==> src/rtl/rvecc_pkg.sv <==
// Shared SECDED definitions: codeword geometry helpers, a reference
// encoder and the decode status type used by the ECC check pipeline.
package rvecc_pkg;

  localparam int MAX_DW = 64;
  localparam int MAX_EW = 8;

  typedef enum logic [1:0] {
    ECC_OK  = 2'd0,
    ECC_SEC = 2'd1,
    ECC_DED = 2'd2
  } ecc_status_e;

  // Smallest K with 2^K >= dw + K + 1.
  function automatic int ecc_k(input int dw);
    int k;
    k = 7;
    for (int i = 7; i >= 1; i--) begin
      if ((1 << i) >= dw + i + 1) k = i;
    end
    return k;
  endfunction

  // Codeword position of data bit j; data skips the power-of-two slots.
  function automatic int data_pos(input int dw, input int j);
    int pos;
    int cnt;
    int last;
    pos  = 0;
    cnt  = 0;
    last = dw + ecc_k(dw);
    for (int p = 3; p <= 127; p++) begin
      if (p <= last && (p & (p - 1)) != 0) begin
        if (cnt == j) pos = p;
        cnt++;
      end
    end
    return pos;
  endfunction

  // Data bits covered by Hamming check bit i.
  function automatic logic [MAX_DW-1:0] ecc_mask(input int dw, input int i);
    logic [MAX_DW-1:0] m;
    m = '0;
    for (int j = 0; j < MAX_DW; j++) begin
      if (j < dw && ((data_pos(dw, j) >> i) & 1) != 0) m[j] = 1'b1;
    end
    return m;
  endfunction

  // Full check-bit vector for a dw-bit word; ecc[K] is overall parity.
  function automatic logic [MAX_EW-1:0] ecc_encode(input int dw, input logic [MAX_DW-1:0] data);
    logic [MAX_EW-1:0] e;
    logic              par;
    int                k;
    k   = ecc_k(dw);
    e   = '0;
    par = 1'b0;
    for (int i = 0; i < MAX_EW - 1; i++) begin
      if (i < k) e[i] = ^(data & ecc_mask(dw, i));
    end
    for (int j = 0; j < MAX_DW; j++) begin
      if (j < dw) par = par ^ data[j];
    end
    for (int i = 0; i < MAX_EW - 1; i++) begin
      if (i < k) par = par ^ e[i];
    end
    e[k] = par;
    return e;
  endfunction

endpackage

==> src/rtl/rvecc_syndrome.sv <==
// Combinational Hamming syndrome and overall parity for one codeword.
// Kept standalone so an encoder can reuse the same check-bit trees.
module rvecc_syndrome import rvecc_pkg::*; #(
  parameter  int DATA_WIDTH = 32,
  localparam int K          = ecc_k(DATA_WIDTH),
  localparam int ECC_WIDTH  = K + 1
) (
  input  logic [DATA_WIDTH-1:0] data,
  input  logic [ECC_WIDTH-1:0]  ecc,
  output logic [K-1:0]          syn,
  output logic                  parity
);

  for (genvar i = 0; i < K; i++) begin : g_syn
    localparam logic [MAX_DW-1:0] MASK = ecc_mask(DATA_WIDTH, i);
    assign syn[i] = ^(data & MASK[DATA_WIDTH-1:0]) ^ ecc[i];
  end

  assign parity = ^data ^ ^ecc;

endmodule

==> src/rtl/rvecc_pipe.sv <==
// Two-stage SECDED check-and-correct pipeline with saturating error
// counters and a first-error log for firmware scrubbing.
module rvecc_pipe import rvecc_pkg::*; #(
  parameter  int DATA_WIDTH = 32,
  parameter  int ADDR_WIDTH = 32,
  parameter  int CNT_WIDTH  = 16,
  localparam int K          = ecc_k(DATA_WIDTH),
  localparam int ECC_WIDTH  = K + 1
) (
  input  logic                  clk,
  input  logic                  rst,
  input  logic                  in_valid,
  input  logic [DATA_WIDTH-1:0] in_data,
  input  logic [ECC_WIDTH-1:0]  in_ecc,
  input  logic [ADDR_WIDTH-1:0] in_addr,
  input  logic                  sed_ded,
  output logic                  out_valid,
  output logic [DATA_WIDTH-1:0] out_data,
  output logic [ECC_WIDTH-1:0]  out_ecc,
  output logic                  out_sec,
  output logic                  out_ded,
  output logic [CNT_WIDTH-1:0]  sec_count,
  output logic [CNT_WIDTH-1:0]  ded_count,
  input  logic                  cnt_clear,
  output logic                  log_valid,
  output logic [ADDR_WIDTH-1:0] log_addr,
  output logic [ECC_WIDTH-1:0]  log_syndrome,
  output logic                  log_ded,
  input  logic                  log_clear
);

  localparam int NBITS = DATA_WIDTH + K;

  logic [K-1:0]            syn_c;
  logic                    par_c;

  logic                    s1_valid;
  logic [K-1:0]            s1_syn;
  logic                    s1_par;
  logic [DATA_WIDTH-1:0]   s1_data;
  logic [ECC_WIDTH-1:0]    s1_ecc;
  logic [ADDR_WIDTH-1:0]   s1_addr;
  logic                    s1_sed_ded;

  ecc_status_e             status;
  logic                    syn_zero;
  logic                    syn_in_range;
  logic                    do_fix;
  logic [DATA_WIDTH-1:0]   corr_data;
  logic [ECC_WIDTH-1:0]    corr_ecc;

  logic [ADDR_WIDTH-1:0]   s2_addr;
  logic [ECC_WIDTH-1:0]    s2_syn;
  logic                    sec_evt;
  logic                    ded_evt;

  rvecc_syndrome #(.DATA_WIDTH(DATA_WIDTH)) u_syndrome (
    .data   (in_data),
    .ecc    (in_ecc),
    .syn    (syn_c),
    .parity (par_c)
  );

  // Stage 1: capture the raw word with its syndrome; detect-only mode masks parity.
  always_ff @(posedge clk or posedge rst) begin
    if (rst) begin
      s1_valid   <= 1'b0;
      s1_syn     <= '0;
      s1_par     <= 1'b0;
      s1_data    <= '0;
      s1_ecc     <= '0;
      s1_addr    <= '0;
      s1_sed_ded <= 1'b0;
    end else begin
      s1_valid <= in_valid;
      if (in_valid) begin
        s1_syn     <= syn_c;
        s1_par     <= par_c & ~sed_ded;
        s1_data    <= in_data;
        s1_ecc     <= in_ecc;
        s1_addr    <= in_addr;
        s1_sed_ded <= sed_ded;
      end
    end
  end

  assign syn_zero     = (s1_syn == '0);
  assign syn_in_range = (int'(s1_syn) <= NBITS);

  // Classify the stage-1 syndrome; a position beyond the codeword is never correctable.
  always_comb begin
    status = ECC_OK;
    if (s1_sed_ded || !s1_par) begin
      status = syn_zero ? ECC_OK : ECC_DED;
    end else if (syn_zero || syn_in_range) begin
      status = ECC_SEC;
    end else begin
      status = ECC_DED;
    end
  end

  assign do_fix = (status == ECC_SEC);

  for (genvar j = 0; j < DATA_WIDTH; j++) begin : g_dfix
    localparam int POS = data_pos(DATA_WIDTH, j);
    assign corr_data[j] = s1_data[j] ^ (do_fix && int'(s1_syn) == POS);
  end

  for (genvar i = 0; i < K; i++) begin : g_efix
    assign corr_ecc[i] = s1_ecc[i] ^ (do_fix && int'(s1_syn) == (1 << i));
  end

  assign corr_ecc[K] = s1_ecc[K] ^ (do_fix && syn_zero);

  // Stage 2: register the corrected word, flags and the context kept for logging.
  always_ff @(posedge clk or posedge rst) begin
    if (rst) begin
      out_valid <= 1'b0;
      out_sec   <= 1'b0;
      out_ded   <= 1'b0;
      out_data  <= '0;
      out_ecc   <= '0;
      s2_addr   <= '0;
      s2_syn    <= '0;
    end else begin
      out_valid <= s1_valid;
      out_sec   <= s1_valid && (status == ECC_SEC);
      out_ded   <= s1_valid && (status == ECC_DED);
      if (s1_valid) begin
        out_data <= corr_data;
        out_ecc  <= corr_ecc;
        s2_addr  <= s1_addr;
        s2_syn   <= {s1_par, s1_syn};
      end
    end
  end

  assign sec_evt = out_valid & out_sec;
  assign ded_evt = out_valid & out_ded;

  function automatic logic [CNT_WIDTH-1:0] cnt_next(
    input logic [CNT_WIDTH-1:0] cur,
    input logic                 evt,
    input logic                 clr
  );
    if (clr) return evt ? CNT_WIDTH'(1) : '0;
    if (evt && cur != '1) return cur + CNT_WIDTH'(1);
    return cur;
  endfunction

  // Saturating error counters; a clear coinciding with an event keeps that event.
  always_ff @(posedge clk or posedge rst) begin
    if (rst) begin
      sec_count <= '0;
      ded_count <= '0;
    end else begin
      sec_count <= cnt_next(sec_count, sec_evt, cnt_clear);
      ded_count <= cnt_next(ded_count, ded_evt, cnt_clear);
    end
  end

  // First-error log: DED may replace a held SEC, a held DED waits for log_clear.
  always_ff @(posedge clk or posedge rst) begin
    if (rst) begin
      log_valid    <= 1'b0;
      log_ded      <= 1'b0;
      log_addr     <= '0;
      log_syndrome <= '0;
    end else if ((sec_evt || ded_evt) &&
                 (!log_valid || log_clear || (ded_evt && !log_ded))) begin
      log_valid    <= 1'b1;
      log_ded      <= ded_evt;
      log_addr     <= s2_addr;
      log_syndrome <= s2_syn;
    end else if (log_clear) begin
      log_valid <= 1'b0;
      log_ded   <= 1'b0;
    end
  end

endmodule
==> config.mk <==
export PLATFORM = sky130hd
export DESIGN_NAME = rvecc_pipe
export DESIGN_NICKNAME = d
export VERILOG_FILES = /design/src/rtl/rvecc_pkg.sv /design/src/rtl/rvecc_syndrome.sv /design/src/rtl/rvecc_pipe.sv
export SDC_FILE = /design/constraint.sdc
export NUM_CORES = 1
export LEC_CHECK = 0
export CELL_PAD_IN_SITES_DETAIL_PLACEMENT = 0
export CELL_PAD_IN_SITES_GLOBAL_PLACEMENT = 2
export CORE_UTILIZATION = 38
export CTS_CLUSTER_DIAMETER = 60
export DETAILED_ROUTE_END_ITERATION = 6
export GPL_TIMING_DRIVEN = 0
export PLACE_DENSITY = 0.84
export SLEW_MARGIN = 20
export SYNTH_ARGS = -nofsm -noshare
export SYNTH_HDL_FRONTEND = slang
export SYNTH_SLANG_ARGS = --single-unit
==> constraint.sdc <==
create_clock -name clk -period 13.9 [get_ports clk]
set_input_delay 1.39 -clock clk [delete_from_list [all_inputs] [get_ports clk]]
set_output_delay 1.39 -clock clk [all_outputs]
set_load 0.01 [all_outputs]
# After elaboration in Yosys (flattened, before gate mapping)
# Cells that the tools add are included.
# classes
add_sub_neg	2
n_mul	0
div	0
n_lt_le_gt_ge	1
n_eq_ne	42
shift	0
n_mux	21
bitwise_logic	50
reduce_logical	65
# ops
cell	count
$reduce_xor 32->1	7
$eq 6x6->1 const B	23
$mux 16	8
$eq 6x5->1 const B	8
$xor 1x1->1	46
$logic_and 1x1->1	45
$add 16x1->16 const B	2
$ne 16x16->1 const B	2
$eq 6x4->1 const B	4
$eq 6x3->1 const B	2
$mux 1	10
$reduce_xor 7->1	1
$eq 6x2->1 const B	1
$le 6x6->1 const B	1
$logic_not 6->1	1
$mux 2	3
$reduce_bool 2->1	3
$logic_or 1x1->1	5
$and 1x1->1	3
$logic_not 1->1	3
$eq 2x1->1 const B	1
$eq 2x2->1 const B	1
$not 1->1	1
# word_totals
reg_bits	234
latch_bits	0
ramBits	0
mem_bits_ro	0
in_bits	77
output_inout_bits	115
word_cells	201
memories	0

# Longest topological paths before layout
# Gate-level depths: netlist of run 1.
# depth
depth_word	7
depth_mapped	6
mapped_depth_nobuf	6

# By module
# Synthesis of run 1 repeated with hierarchy kept, for this count alone.
# hier_totals
hier_cells	836
area_unflattened_um2	10532.6
# by_module_without_submodules
mod	instances	cells_per_inst	area_per_inst_um2	seq_area_each_um2
rvecc_pipe	1	775	9793.1	5855.6
rvecc_syndrome	1	61	739.5	0.0

# Worst setup path before layout of run 1
# Ideal clock, no wire load.
# synth_timing
kind	input to register
start	input port in_data[11]
end	register s1_par
setup_ns	0.092
arrival_ns	2.952
t_required_ns	13.808
path_slack_ns	10.856
cell_stages	5
n_path_buf	0
cell_sequence	xnor3_2 xnor3_1 xnor3_2 xnor3_1 o31ai_2
# synth_between
elab_chain_cells	3
# synth_lines
element	line	text
start: declaration	rvecc_pipe.sv:13	input logic [DATA_WIDTH-1:0] in_data,
$reduce_xor 32->1	rvecc_syndrome.sv:19	assign parity = ^data ^ ^ecc;
$xor 1x1->1	rvecc_syndrome.sv:19	
$and 1x1->1	rvecc_pipe.sv:78	s1_par <= par_c & ~sed_ded;
end signal: assignment	rvecc_pipe.sv:78	
end: declaration	rvecc_pipe.sv:39	logic s1_par;
# Every way passes these cells.
# A chain may end at the register's enable or synchronous reset.

# Worst setup path in the final report of run 1
# layout_timing
start	input port log_clear
end	register log_syndrome[3]
# layout_between
elab_chain_cells	3
# layout_lines
element	line	text
start: declaration	rvecc_pipe.sv:29	input logic log_clear
$logic_or 1x1->1 (2 in series)	rvecc_pipe.sv:170	(!log_valid || log_clear || (ded_evt && !log_ded))) begin
$logic_and 1x1->1	rvecc_pipe.sv:169	end else if ((sec_evt || ded_evt) &&
end signal: assignment	rvecc_pipe.sv:174	log_syndrome <= s2_syn;
end: declaration	rvecc_pipe.sv:27	output logic [ECC_WIDTH-1:0] log_syndrome,
# Every way passes these cells.

==> results of run 1 <==
==> power by group through the flow <==
| stage | Combinational (uW) | Sequential [uW] | Clock, uW |
|---|---|---|---|
| final | 553 | 887 | 745 |
| after global routing | 598 | 906 | 791 |
| after CTS | 563 | 888 | 765 |
| after detailed placement | 560 | 899 | 0 |
| after global placement | 552 | 897 | 0 |
| after floorplan | 269 | 916 | 0 |
==> sequential cells by signal (all words and copies together) (netlist names) <==
register / count
out_ecc: 7
s1_syn: 6
s1_addr: 32
sec_count: 16
ded_count: 16
out_ded: 1
s2_syn: 7
s2_addr: 32
log_addr: 32
s1_data: 32
s1_ecc: 7
s1_sed_ded: 1
out_data: 32
out_sec: 1
s1_par: 1
log_syndrome: 7
s1_valid: 1
out_valid: 1
log_valid: 1
log_ded: 1
==> through the flow <==
| stage | hold slack (ns) | cells | cell area [um^2] | setup WS (ns) |
|---|---|---|---|---|
| 4_1_cts | 0.399 | 1431 | 13800 | 10.40 |
| 6_report | 0.398 | 1431 | 13800 | 10.49 |
| 2_1_floorplan | 0.370 | 847 | 10500 | 6.09 |
| 5_1_grt | 0.412 | 1431 | 13800 | 10.26 |
| 3_5_place_dp | 0.385 | 1380 | 12900 | 9.86 |
| 3_3_place_gp | 0.389 | 1378 | 12800 | 2.78 |
==> critical path: cells and delay by family <==
kind	cells	cell delay (ns)
simple gates	2	0.55
compound gates	1	0.09
buf+inv	3	1.39
mux	1	0.40
==> routing by layer <==
metal  wire (um)  share of wire  global-route usage
met5          24        0.00090                   0
met3        1160          0.043              0.0317
met2       12500           0.47               0.316
met4         500          0.019              0.0411
met1       12500           0.47               0.273
==> path summary, 6_finish.rpt <==
path | to | start
max | log_syndrome[3]$_DFFE_PP0P_ | log_clear
min | out_valid$_DFF_PP0_ | s1_valid$_DFF_PP0_
max reg2reg | log_syndrome[3]$_DFFE_PP0P_ | log_valid$_DFFE_PP0P_
min reg2reg | out_valid$_DFF_PP0_ | s1_valid$_DFF_PP0_
max in group asynchronous | out_data[17]$_DFFE_PP0P_ | rst
min in group asynchronous | log_addr[23]$_DFFE_PP0P_ | rst
==> cell families (layout without fill, tap and decap cells) <==
kind of cell               after synthesis  after routing  share of synthesized area
xor gates and xnor gates               120            120                      0.117
DFF                                    234            234                      0.558
muxes                                  156            156                      0.167
buffers and inverters                   47            290                     0.0169
adders and majority gates                2              2                    0.00238
and+or+nand+nor                        203            203                     0.0915
AOI/OAI and AO/OA                       85             85                     0.0478
==> cells in the final DEF, fill, tap and decap left out, types with 6 or more instances in the layout <==
cell,instances
dfrtp_1,234
nor3_1,11
or3_1,6
clkbuf_16,29
o211ai_1,6
nand4_1,10
nand2b_1,7
a21oi_1,50
inv_1,7
xnor3_1,10
clkinv_2,6
mux2_2,152
clkdlybuf4s50_1,190
xnor2_1,58
nor2_1,76
and2_1,6
nand3_1,10
xor2_1,49
o21ai_0,12
nand2_1,50
buf_1,7
clkbuf_1,36
==> layout make-up <==
cell class              count  area (um^2)  area share
flip-flops and latches    234         5860       0.423
multi-input cells         566         4470       0.323
repair buffers            192         1960       0.141
clock buffers              38          800      0.0577
well taps                 341          427      0.0308
clock inverters            13          154      0.0111
plain buffers              39          148      0.0107
inverters                   8         37.5     0.00271
==> key figures, run 1 <==
Critical path
  – Slowest CP cell: clkdlybuf4s50_1
  – Worst endpoint required time: ~14 ns
  – Slowest Stage Delay on Critical Path: ~0.51 ns
  – Critical path endpoint category: flop
  – Crit path launch type: primary input
  – Critical path arrival: 3.83 ns
  – Critical-path cell list: clkdlybuf4s50_1, nand2b_1, a22oi_1, nor2b_1, buf_2, buf_1, mux2_2
  – Worst Path Max Fanout: 10
  – R2R depth: 6
  – R2r setup slk: 11.46 ns
  – Setup CP Type: in -> reg

Routing
  – Antenna viol nets, final: 0
  – Via/cell ratio: 4.99
  – Final WL: about 27000 um
  – Starting DRC count in detailed routing: 512
  – Post-DR wirelength/cell: roughly 19 um
  – First-pass DRT Iterations: 4
  – Via count: between 7000 and 8000
  – DRC viols: 0

Timing
  – Part of the cycle the worst path needs: 0.246
  – Final count of hold timing violations: 0
  – Slew @ Worst Pin: 0.922 ns
  – Max-slew headroom: 0.379
  – Fin. max-slew vios: 0
  – Worst setup skew after layout: ~0.011 ns
  – Fin crit period: 3.41 ns
  – Unrepaired setup endpoints after global routing: no
  – Final Setup Violations: 0
  – Fin Setup TNS: 0 ns
  – F_max: approximately 290 MHz

Pwr
  – Total Power: between 2000 and 2500 uW
  – Sw Share: 0.277
  – Comb power frac: 0.253
  – P_sw: just over 600 uW
  – Clk network pwr share: 0.341
  – Max VDD drop: around 0.11 mV
  – Static Leak: ~0.0056 uW
  – Power per cell area: between 150 and 200 nW/um^2
  – Int Pwr: 1580 uW
  – Seq pwr share: 0.406

Clock tree
  – Worst-path clk slew: 0.06 ns
  – CTS HTree Levels: 1
  – CTS tree: yes
  – Clk buf depth: 3
  – Post-CTS Setup Bufs: 0
  – Hold buffer count at cts: 0
  – Clk sinks: about 230
  – Clock buffer count from CTS: 28
  – Clk root buf: clkbuf_16
  – Clock Latency Late Sink: 0.53 ns
  – Post-cts gate resize count: 0

Final layout
  – Ant. Diodes: 0
  – FILL cells: ~2400
  – Area delta synth->final: 31.9%
  – Fin util: 0.512
  – Final nets: around 1100
  – Fraction of layout cells with a size suffix above 1: 0.194

Yosys
  – Synth cell types: 44
  – Seq/Total Area, Yosys: 0.558
  – Syn Std Cell Area: about 10000 um^2
  – Area leader, netlist: dfrtp_1
  – FF+latch count, synth: 234
  – Number of enable flip-flop cells after synthesis: 0
  – Synth Warn #: 0
  – Mapped Cells: around 850
  – Most common cell in the synthesized netlist: dfrtp_1
  – Dominant cells by area after synthesis: dfrtp_1, mux2_2, xnor2_1
  – Fraction of registers with async set or reset after synthesis: 1.00
  – Synthesized Nets: 926
  – Post-Synthesis Mean Instance Area: around 12 um^2
  – Area fraction of the dominant cell type after synthesis: 0.558
  – Synth Flop Type: dfrtp_1
  – Commonest cells in the netlist: dfrtp_1, mux2_2, nor2_1

Die
  – Core footprint: 27000 um^2
  – Row cnt: 60
  – Die ar.: about 28000 um^2
  – I/O pin count: roughly 190
  – DIE HEIGHT: around 170 um
  – Chip Width: 168 um
  – Initial core utilization: 0.388

Worst hold path
  – Hold Path Stages: 0
  – Hold crit path type: reg -> reg

Place
  – Input/output buffers: 190
  – GP Congestion: between 0.8 and 0.9
  – Post-DP HPWL: roughly 19000 um

Global route
  – Initial antenna violation count: 2
  – Vias in the first global route: 7427
  – GRT overflow: 0
  – First-pass GRT wire length: around 43000 um
  – Global Route Usage Sum: 0.194
  – Pin count of the biggest net entering global routing: 97

Job
  – Max-capacitance violation count: 0

Run status
  – Status: finished clean
Power figures use the tool's default switching activity.
==> inputs of run 2 (changes only) <==
- CORE_UTILIZATION: 38 -> 32
- PLACE_DENSITY: 0.84 -> 0.75
- clock period: 13.9 -> 2.9 ns (I/O delays scaled with it)
==> run 2 against run 1 <==
Against the previous run:
- cell count rose by 7.1%
- clock skew fell by 0.0037 ns
- clock-buffer cell count rose by 2
- via count rose by 0.43%
- combinational power rose to 4.9 times the previous value
- register-to-register slack got worse by 11 ns
- clock power rose to 4.8 times the previous value
- global-route usage fell by 2.3 points
- die area rose by 19%
- critical endpoint is now out_data[22]$_DFFE_PP0P_
- highest routed layer is now met4
==> key figures, run 2 (synthesis gave the netlist of run 1 again) <==
Run status
  – Status: finished clean

Final layout
  – Leading cell type in the layout, fill and taps excluded: dfrtp_1
  – Area of the multi-input gates: 4470 um^2
  – Sequential standard cell area: 5860 um^2
  – Final nets: ~1200
  – Finished Layout Cells: roughly 1500
  – Fraction of layout cells with a size suffix above 1: 0.201
  – Commonest cells after routing, fill and taps aside: dfrtp_1, clkdlybuf4s50_1, mux2_2
  – FILL cells: between 3000 and 4000
  – Area delta synth->final: 34.3%

Clock tree
  – CTS tree: yes
  – Clk buf depth: 3
  – Clock Latency Late Sink: about 0.53 ns
  – Hold buffer count at cts: 0
  – Worst-path clk slew: roughly 0.060 ns
  – Post-CTS Setup Bufs: 0
  – Post-cts gate resize count: 0
  – Clk sinks: approximately 230
  – CTS HTree Levels: 1
  – Clock buffer count from CTS: 28
  – Clk root buf: clkbuf_16

Global route
  – Initial antenna violation count: 1
  – Global Route Usage Sum: 0.171
  – Vias in the first global route: about 7400
  – Pin count of the biggest net entering global routing: 33
  – GRT overflow: 0
  – First-pass GRT wire length: about 44000 um

Critical path
  – Setup CP Type: reg -> reg
  – Critical path arrival: 2.71 ns
  – Crit path launch type: flop
  – Worst endpoint required time: approximately 3.3 ns
  – Worst Path Max Fanout: 10
  – R2R depth: 6
  – Critical path endpoint category: flop

Routing
  – Starting DRC count in detailed routing: between 300 and 400
  – Via count: 7177
  – First-pass DRT Iterations: 5
  – Via/cell ratio: between 4 and 5
  – Antenna viol nets, final: 0
  – DRC viols: 0
  – Post-DR wirelength/cell: around 18 um
  – Final WL: around 28000 um

Timing
  – Fin worst setup slack: 0.588 ns
  – Slew @ Worst Pin: 0.897 ns
  – Final Setup Violations: 0
  – Unrepaired setup endpoints after global routing: no
  – Fin crit period: approximately 2.3 ns
  – F_max: ~430 MHz
  – Part of the cycle the worst path needs: 0.797
  – Max-slew headroom: 0.396
  – Worst-case hold slack: around 0.12 ns
  – Fin Setup TNS: 0 ns
  – Fin. max-slew vios: 0
  – Final count of hold timing violations: 0
  – Worst setup skew after layout: 0.00718 ns

Job
  – Max-capacitance violation count: 0

Die
  – Chip Width: around 180 um
  – Die ar.: roughly 34000 um^2
  – Row cnt: between 60 and 70
  – Initial core utilization: 0.329
  – DIE HEIGHT: roughly 180 um
  – Core footprint: 31900 um^2
  – I/O pin count: 192

Worst hold path
  – Hold Path Stages: 3
  – Hold crit path type: in -> reg

Place
  – Input/output buffers: 190
  – Cells after DPL: around 1500
  – Post-DP HPWL: 20900 um
  – GP Congestion: slightly below 0.8
  – Post-place setup slack: roughly 0.044 ns

Pwr
  – Static Leak: ~0.0057 uW
  – Power per cell area: around 750 nW/um^2
  – Seq pwr share: 0.404
  – Int Pwr: roughly 7600 uW
  – Comb power frac: 0.256
  – P_sw: 2940 uW
  – Clk network pwr share: 0.340
  – Sw Share: 0.279
  – Max VDD drop: roughly 0.38 mV
-- run 2: cell count changes in the layout (fill, tap and decap cells not counted), sizes merged --
| cell | previous run | this run |
|---|---|---|
| clkbuf | 69 | 71 |
| bufinv | 3 | 2 |
| buf | 10 | 17 |
| diode | 0 | 1 |
| clkinv | 9 | 6 |
| clkinvlp | 1 | 3 |
-- run 2: final timing paths --
path | startpoint | endpoint | slack (ns)
max in group asynchronous | rst | s1_addr[7]$_DFFE_PP0P_ | 1.73
min in group asynchronous | rst | sec_count[12]$_DFFE_PP0P_ | 0.16
worst min-delay path | cnt_clear | ded_count[0]$_DFFE_PP0P_ | 0.12
worst min register to register | s1_valid$_DFF_PP0_ | out_valid$_DFF_PP0_ | 0.41
worst max-delay path | s1_syn[5]$_DFFE_PP0P_ | out_data[22]$_DFFE_PP0P_ | 0.59
worst max register to register | s1_syn[5]$_DFFE_PP0P_ | out_data[22]$_DFFE_PP0P_ | 0.59
-- run 2: power by group through the flow --
stage	sequential [uW]	combinational (uW)	clock, uW
after floorplan	4390	1290	0
after global placement	4310	2670	0
after detailed placement	4320	2730	0
after CTS	4260	2740	3700
after global routing	4350	2910	3830
final	4260	2700	3580
-- run 2: routing by layer --
layer / vias up / part of all wire / GRT usage / wire length (um)
met5: - / 0 / 0 / 0
met4: 0 / 0.014 / 0.0353 / 390
met3: 23 / 0.041 / 0.0254 / 1140
met2: 159 / 0.47 / 0.277 / 13200
met1: 3603 / 0.47 / 0.243 / 13200
li1: 3392 / - / - / -
-- run 2: per-stage QoR --
step	util	total power (uW)	instance area [um^2]
finish	0.442	10500	14100
global route	0.442	11100	14100
CTS	0.442	10700	14100
detailed placement	0.412	7050	13100
global placement	0.406	6980	12900
floorplan	-	5680	10500
-- run 2: critical path, stage by stage, from the launching register on --
cell and delay, ns:
dfrtp_1 0.46, nor4bb_1 0.52, clkbuf_1 0.52, nand3_1 0.21, nor3_1 0.23, xnor2_1 0.15, a21oi_1 0.08
-- run 2: layout make-up --
type | count | area share
Antenna cell | 1 | 0.000177
Buffer | 39 | 0.0105
Clock buffer | 40 | 0.0601
Clock inverter | 11 | 0.00834
Inverter | 8 | 0.00240
Multi-Input combinational cell | 566 | 0.317
Sequential cell | 234 | 0.415
Tap cell | 435 | 0.0386
Timing Repair Buffer | 199 | 0.148
==> inputs of run 3 (changes only) <==
- CORE_UTILIZATION: 32 -> 35
- PLACE_DENSITY: 0.75 -> 0.78
- clock period: 2.9 -> 2.36 ns (I/O delays scaled with it)
==> run 3 against run 2 <==
Against the previous run:
- cell count down 2.9%
- maximum frequency is 4.4% higher
- critical path depth did not move
- non-clock buffer count stayed put
- critical endpoint is now out_data[3]$_DFFE_PP0P_
- worst setup slack lost 0.44 ns
- die area fell by 8.5%
- largest cell class unchanged
- clock power up 20%
- design area is 0.61% lower
- utilization rose by 3.2 points
- worst hold slack worse by 0.040 ns
==> key figures, run 3 (synthesis gave the netlist of run 1 again) <==
Run status
  – Status: finished clean

Critical path
  – Worst R2R Start: s1_syn[4]$_DFFE_PP0P_
  – Crit path from: s1_syn[4]$_DFFE_PP0P_
  – Setup CP Type: reg -> reg
  – Worst Path Max Fanout: 10
  – Critical-path cell list: nor4b_1, clkbuf_1, inv_1, nor3_1, xnor2_1, a21oi_1
  – Critical path arrival: about 2.6 ns
  – Crit-path leading delay family: simple AND/OR/NAND/NOR gates
  – Crit path launch type: flop
  – Slowest CP cell: clkbuf_1
  – Critical path endpoint category: flop
  – Slowest Stage Delay on Critical Path: roughly 0.50 ns
  – Buf+Inv Stages, Crit Path: 2
  – Worst endpoint required time: roughly 2.8 ns

Routing
  – DRC viols: 0
  – Via count: roughly 7200
  – Antenna viol nets, final: 0
  – First-pass DRT Iterations: 5
  – Via/cell ratio: ~4.8
  – Post-DR wirelength/cell: 18.5 um
  – Final WL: about 27000 um
  – Starting DRC count in detailed routing: approximately 360

Place
  – Post-DP HPWL: approximately 20000 um
  – GP Congestion: between 0.7 and 0.8
  – Input/output buffers: 190
  – Cells after DPL: 1437

Die
  – Die ar.: about 31000 um^2
  – Chip Width: ~180 um
  – Core footprint: 29600 um^2
  – Row cnt: 63
  – Initial core utilization: 0.355
  – DIE HEIGHT: 175 um
  – I/O pin count: about 190

Timing
  – Fin crit period: 2.21 ns
  – Part of the cycle the worst path needs: 0.938
  – F_max: 452 MHz
  – Final count of hold timing violations: 0
  – Worst-case hold slack: about 0.076 ns
  – Max-slew headroom: 0.458
  – Final Setup Violations: 0
  – Worst setup skew after layout: approximately 0.016 ns
  – Unrepaired setup endpoints after global routing: no
  – Slew @ Worst Pin: 0.805 ns
  – Fin. max-slew vios: 0

Clock tree
  – Clk buf depth: 3
  – Clock buffer count from CTS: 28
  – Hold buffer count at cts: 0
  – Clock Latency Late Sink: about 0.55 ns
  – Clk sinks: between 200 and 250
  – Clk root buf: clkbuf_16
  – CTS HTree Levels: 1
  – CTS tree: yes
  – Worst-path clk slew: roughly 0.060 ns

Final layout
  – Area delta synth->final: 33.5%
  – Area of the multi-input gates: 4480 um^2
  – FILL cells: around 2700
  – Sequential standard cell area: between 5000 and 6000 um^2
  – Leading cell type in the layout, fill and taps excluded: dfrtp_1
  – Commonest cells after routing, fill and taps aside: dfrtp_1, clkdlybuf4s50_1, mux2_2
  – Final nets: between 1000 and 1500
  – Fraction of layout cells with a size suffix above 1: 0.203
  – Finished Layout Cells: 1489

Pwr
  – Power per cell area: ~900 nW/um^2
  – Total Power: 12800 uW
  – Max VDD drop: 0.514 mV
  – Static Leak: 0.00565 uW

Worst hold path
  – Hold crit path type: in -> async

Global route
  – GRT overflow: 0
  – First-pass GRT wire length: ~43000 um
  – Pin count of the biggest net entering global routing: 32
  – Vias in the first global route: between 7000 and 8000
  – Global Route Usage Sum: 0.183
  – Initial antenna violation count: 0

Job
  – Max-capacitance violation count: 0
## run 3: through the flow
step | setup slack [ns] | area, um^2 | TNS [ns] | util
6_report | 0.146 | 14000 | 0 | 0.474
4_1_cts | 0.0205 | 14000 | 0 | 0.474
2_1_floorplan | -0.940 | 10500 | -219.94 | -
3_3_place_gp | -2.93 | 12900 | -684.44 | 0.436
5_1_grt | 0.00432 | 14000 | 0 | 0.474
3_5_place_dp | -0.348 | 13100 | -5.86 | 0.443
## run 3: where the power goes
group	switching (uW)	internal, uW
combinational	1430	1870
sequential	470	4760
clock	1740	2540
total	3640	9170
## run 3: routing by layer
metal	part of all wire	global-route usage	vias to the layer above
li1	-	-	3401
met1	0.46	0.253	3592
met2	0.47	0.295	184
met3	0.053	0.0326	42
met4	0.018	0.0446	0
met5	0	0	-
## run 3: path summary, 6_finish.rpt
kind	end	slack [ns]	depth (start not counted)
max in group asynchronous	s2_addr[6]$_DFFE_PP0P_	1.46	6
min in group clk	ded_count[0]$_DFFE_PP0P_	0.08	3
worst min-delay path	ded_count[12]$_DFFE_PP0P_	0.08	3
worst max-delay path	out_data[3]$_DFFE_PP0P_	0.15	6
worst max register to register	out_data[3]$_DFFE_PP0P_	0.15	6
worst min register to register	out_valid$_DFF_PP0_	0.41	0
## run 3: timing repair
item,CTS,global route
gates resized for setup,0,4
setup endpoints to repair,0,28
buffers inserted,0,0
## run 3: cell type report
type	instances	share of cell area
Clock inverter	15	0.0105
Clock buffer	37	0.0552
Buffer	38	0.0104
Inverter	8	0.00241
Tap cell	390	0.0348
Timing Repair Buffer	200	0.149
Sequential cell	234	0.418
Antenna cell	1	0.000179
Multi-Input combinational cell	566	0.319
## run 3: worst register-to-register path, cell delays in order (launching register included)
cell	delay, ns
dfrtp_1	0.48
nor4b_1	0.37
clkbuf_1	0.50
inv_1	0.09
nor3_1	0.34
xnor2_1	0.20
a21oi_1	0.09
